--- src/rtl/core_mem_seq_pkg.sv ---
// core_mem_seq_pkg: shared state encoding and constants for the core memory sequencer.
package core_mem_seq_pkg;
  typedef enum logic [1:0] {S_FETCH, S_EXEC, S_LOAD} state_t;
  localparam logic [31:0] NOP_INSTR = 32'h0000_0013;
endpackage

--- src/rtl/ext_burst_limiter.sv ---
// ext_burst_limiter: counts consecutive external grants and blocks more once the burst cap is reached.
module ext_burst_limiter #(
  parameter int EXT_BURST_MAX = 4
) (
  input  logic clk,
  input  logic rst,
  input  logic inc,
  input  logic clr,
  output logic allow
);
  localparam int CW = $clog2(EXT_BURST_MAX + 1);
  logic [CW-1:0] burst_cnt;
  assign allow = burst_cnt < CW'(EXT_BURST_MAX);
  always_ff @(posedge clk or negedge rst)
    if (!rst) burst_cnt <= '0;
    else if (clr) burst_cnt <= '0;
    else if (inc) burst_cnt <= burst_cnt + CW'(1);
endmodule

--- src/rtl/core_mem_sequencer.sv ---
// core_mem_sequencer: shares one single-port SRAM between instruction fetch, core load/store
// and an external requester, and stalls the core through core_en.
module core_mem_sequencer
  import core_mem_seq_pkg::*;
#(
  parameter int MEM_AW        = 10,
  parameter int EXT_BURST_MAX = 4
) (
  input  logic              clk,
  input  logic              rst,
  input  logic [31:0]       core_pc,
  input  logic [31:0]       core_alu_res,
  input  logic [31:0]       core_wdata,
  input  logic              core_mem_read,
  input  logic              core_mem_write,
  output logic [31:0]       core_instr,
  output logic [31:0]       core_rdata,
  output logic              core_en,
  output logic              sram_en,
  output logic              sram_we,
  output logic [MEM_AW-1:0] sram_addr,
  output logic [31:0]       sram_wdata,
  input  logic [31:0]       sram_rdata,
  input  logic              ext_req,
  input  logic              ext_we,
  input  logic [MEM_AW-1:0] ext_addr,
  input  logic [31:0]       ext_wdata,
  output logic              ext_gnt,
  output logic              ext_rvalid,
  output logic [31:0]       ext_rdata
);
  state_t state, state_nx;
  logic [31:0] instr_q;
  logic ext_rd_pend, ext_ok;
  logic [MEM_AW-1:0] pc_w, data_w;
  logic unused_addr_bits;
  assign pc_w = core_pc[MEM_AW+1:2];
  assign data_w = core_alu_res[MEM_AW+1:2];
  assign unused_addr_bits = ^{core_pc[31:MEM_AW+2], core_pc[1:0], core_alu_res[31:MEM_AW+2], core_alu_res[1:0]};
  ext_burst_limiter #(.EXT_BURST_MAX(EXT_BURST_MAX)) u_limiter (
    .clk  (clk),
    .rst  (rst),
    .inc  (ext_gnt),
    .clr  (core_en),
    .allow(ext_ok)
  );
  assign core_instr = (state == S_EXEC) ? sram_rdata : instr_q;
  assign core_rdata = (state == S_LOAD) ? sram_rdata : 32'h0;
  assign ext_rvalid = ext_rd_pend;
  assign ext_rdata = sram_rdata;
  always_comb begin
    state_nx = state;
    sram_en = 1'b0;
    sram_we = 1'b0;
    sram_addr = pc_w;
    sram_wdata = core_wdata;
    ext_gnt = 1'b0;
    core_en = 1'b0;
    case (state)
      S_FETCH: begin
        sram_en = 1'b1;
        if (ext_req && ext_ok) begin
          ext_gnt = 1'b1;
          sram_we = ext_we;
          sram_addr = ext_addr;
          sram_wdata = ext_wdata;
        end else state_nx = S_EXEC;
      end
      S_EXEC: begin
        sram_addr = data_w;
        sram_en = core_mem_write || core_mem_read;
        sram_we = core_mem_write;
        core_en = !(core_mem_read && !core_mem_write);
        state_nx = core_en ? S_FETCH : S_LOAD;
      end
      default: begin
        core_en = 1'b1;
        state_nx = S_FETCH;
      end
    endcase
    // Outputs stay quiet for the whole reset window so an interrupted store never lands.
    if (!rst) begin
      sram_en = 1'b0;
      sram_we = 1'b0;
      ext_gnt = 1'b0;
      core_en = 1'b0;
    end
  end
  always_ff @(posedge clk or negedge rst)
    if (!rst) begin
      state <= S_FETCH;
      instr_q <= NOP_INSTR;
      ext_rd_pend <= 1'b0;
    end else begin
      state <= state_nx;
      ext_rd_pend <= ext_gnt && !ext_we;
      if (state == S_EXEC) instr_q <= sram_rdata;
    end
endmodule

--- config.mk ---
export PLATFORM = sky130hd
export DESIGN_NAME = core_mem_sequencer
export DESIGN_NICKNAME = d
export VERILOG_FILES = /design/src/rtl/core_mem_seq_pkg.sv /design/src/rtl/ext_burst_limiter.sv /design/src/rtl/core_mem_sequencer.sv
export SDC_FILE = /design/constraint.sdc
export NUM_CORES = 1
export LEC_CHECK = 0
export BUFFER_PORTS_ARGS = -buffer_cell sky130_fd_sc_hd__buf_2
export CORE_AREA = 3 3 123 125
export CTS_CLUSTER_SIZE = 10
export DETAILED_ROUTE_END_ITERATION = 16
export DIE_AREA = 0 0 126 128
export PLACE_DENSITY = 0.52
export SYNTH_ARGS = -nofsm -noshare
export SYNTH_HDL_FRONTEND = slang
export SYNTH_SLANG_ARGS = --single-unit
--- constraint.sdc ---
create_clock -name clk -period 2.2 [get_ports clk]
set_input_delay 0.44 -clock clk [delete_from_list [all_inputs] [get_ports clk]]
set_output_delay 0.44 -clock clk [all_outputs]
set_load 0.005 [all_outputs]
==> flow_summary.ini <==
[yosys]
synth_top_family_by_area = multiplexers
synth_fa_ha_area_share_pct = 0.488
synth_area_um2 = 2560
synth-main-ff-cell = dfrtp_1
yosys.cell_types.count = 23
synth_top_area_cell = dfrtp_1
yosys.area.top_type_share_pct = 34.1
async_flop_share_pct = 100
ys_ff_latch = 38
synth-edff-count = 0
syn-num-nets = 417
synthSimpleGateAreaFrac_pct = 12.4
synth.avg_cell_area_um2 = 10.7
yosys_warnings = 0
synth_cells = 240
synth_mux_area_share_pct = 28.1
synth_compound_area_share_pct = 7.07
yosysSeqAreaShare_pct = 37.2
synthTopCellsByArea = dfrtp_1 (34%), mux2_2 (28%), buf_4 (11%), and2_1 (8.3%), a22oi_1 (3.2%)
synth_xor_area_share_pct = 0

[global_route]
grt_pass1_wl_um = 14700
grtUsageTotal_pct = 11.4
grt_pass1_vias = 2824
grt_overflow = 0
grt_max_degree = 33
antenna_found_initial = 0

[layout]
n_fill_cell = 1424
nets = 685
final_util_pct = 36.2
area_delta_synth_final_pct = 97.6
drive_gt1_share_pct = 78.2
antennaDiodeCount = 0
fin_cells = 689
stdcell_area_um2 = 5070

[critical_path]
worstRegToRegCells = 7
r2r_slack_ns = 0.51
worstSetupStartpoint = u_limiter.burst_cnt[2]$_DFFE_PN0P_
cp-start-kind = flop
crit_end = sram_wdata[29]
cp_max_fo = 7
endpoint_kind = output pin
critPathKind = flop to output pin
r2r-end = instr_q[22]$_DFF_PN0_
crit_required_ns = 1.76
regToRegStartpoint = state[1]$_DFFE_PN0P_
worstPathArrival_ns = 1.91

[sta]
rsz0062_at_grt = true
tightest_slew_ns = 0.539
slew-limit-headroom_pct = 64.0
hold_ws_ns = 0.0422
fin_crit_sh_pct = 107
maxSlewViolCount = 0
skew_ns = 0.00416
fmax_ghz = 0.426
hold_violations = 0
fin_crit_ns = 2.35
setup_viol = 66
final.setup.worst_slack_ns = -0.146
fin_tns_setup_ns = -5.95

[route]
avgRoutedWirePerCell_um = 15.8
first_pass_iters = 4
ant_nets = 0
drt_iter0_markers = 46
wl_um = 10900
post-route-drc-count = 0
via_count = 2819
vias_per_cell = 4.09

[run]
cap_viol_max_count = 0

[place]
gp_congestion = 0.908
portBuffers = 274
place.detailed.hpwl_um = 7980
dpl.cell_count = 654
place_area_um2 = 3920

[power]
p_leak_uw = 0.00273
p_per_area_nw_per_um2 = 1210
ir_drop_uv = 344

[run_status]
violations = negative setup slack
outcome = finished with violations

[clock_network]
max-clock-path-buffers = 2
cts_buffers = 5
cts_tree = built
h-tree-depth = 2
cts.hold.buffers_added = 0
cts_sinks = 38
clk_latency_ns = 0.28
cts_root_buffer = clkbuf_16
clk_pin_slew_ns = 0.05

[floorplanning]
die_area_um2 = 16100
core_area_um2 = 14000
fp.dieH_um = 128
io_pins = 319
rows = 43
start_util_pct = 18.3
die_w_um = 126

[worst_hold_path]
holdCritPathClass = input pin to asynchronous set/reset pin
==> worst max-delay path, stage by stage, from the launching register on <==
cell and delay (ns):
dfrtp_1 0.42, nor4b_4 0.28, buf_4 0.18, buf_6 0.13, buf_12 0.13, mux2_2 0.33, buf_2 0.15
==> layout make-up <==
type | count | area [um2] | share of cell area (%)
inverter | 12 | 45.0 | 0.889
multi-input combinational | 144 | 1480 | 29.2
tap | 180 | 225 | 4.44
clock buffer | 6 | 139 | 2.74
sequential | 38 | 957 | 18.9
clock inverter | 2 | 60.1 | 1.19
timing repair buffer | 307 | 2160 | 42.6
==> synth_stat cells, types with 2 or more instances <==
cell type and instances:
o21ai_0 11, dfrtp_1 35, buf_4 38, a22oi_1 11
nand2b_1 5, nor2b_1 4, mux2_2 64, nor2_1 3
buf_6 2, buf_2 2, clkbuf_1 4, a31oi_1 2
and2_1 34, dfstp_2 3, inv_1 12, a21oi_1 3
==> power by group <==
group	switching (uW)	internal, uW
logic	1480	2520
registers	127	1060
clock network	263	680
total	1870	4260
==> placed cells by master, fill, tap and decap left out, drive strengths merged <==
master / instances
nor4b: 1
a21o: 1
a22oi: 11
inv: 12
and2: 34
o21ai: 11
buf: 301
nand2: 1
bufinv: 2
nor2b: 4
dfrtp: 35
dfstp: 3
a31oi: 2
mux2: 64
nor3: 1
a21oi: 3
nand2b: 5
nor2: 3
nand3: 1
ha: 1
clkbuf: 12
o221ai: 1
==> how the worst min path moves through the flow <==
stage	start	to	slack (ns)	cells after the start
floorplan	rst	ext_rvalid$_DFF_PN0_	0.14	0
global placement	rst	u_limiter.burst_cnt[2]$_DFFE_PN0P_	0.34	1
finish	rst	state[1]$_DFFE_PN0P_	0.04	1
global route	rst	instr_q[24]$_DFF_PN0_	0.05	1
CTS	rst	state[1]$_DFFE_PN0P_	0.04	1
detailed placement	rst	state[1]$_DFFE_PN0P_	0.34	1
==> flip-flops by register name (all words and copies together), names as in the netlist <==
register / count
u_limiter.burst_cnt: 3
instr_q: 32
ext_rvalid: 1
state: 2
==> metal layers <==
layer	wire length (um)	share of wire, %	GRT usage [%]	up-vias
li1	-	-	-	1319
met1	3770	35	11.5	1312
met2	6140	56	23.3	175
met3	787	7.2	2.04	13
met4	222	2.0	3.60	0
met5	0	0	0	-
==> kinds of logic (layout without fill, tap and decap cells) <==
group	count (synthesis)	in the layout
buffers and inverters	58	327
AND/OR/NAND/NOR	50	50
adder cells (fa/ha/maj)	1	1
flip-flops	38	38
multiplexers	64	64
AO/OA/AOI/OAI	29	29
==> per-stage QoR <==
step | total power, uW | worst slack, ns
after CTS | 5040 | -0.133
after floorplan | 2490 | 0.423
after global routing | 6510 | -0.223
after detailed placement | 3570 | 0.121
after global placement | 3500 | 0.155
final | 6130 | -0.146
==> timing repair <==
| action | 4_1_cts | 5_1_grt |
|---|---|---|
| setup endpoints to repair | 91 | 106 |
| pin swaps | 1 | 6 |
| resized for setup | 40 | 90 |
| cloned | 3 | 7 |
| setup buffers | 6 | 11 |
Power figures use the tool's default switching activity.
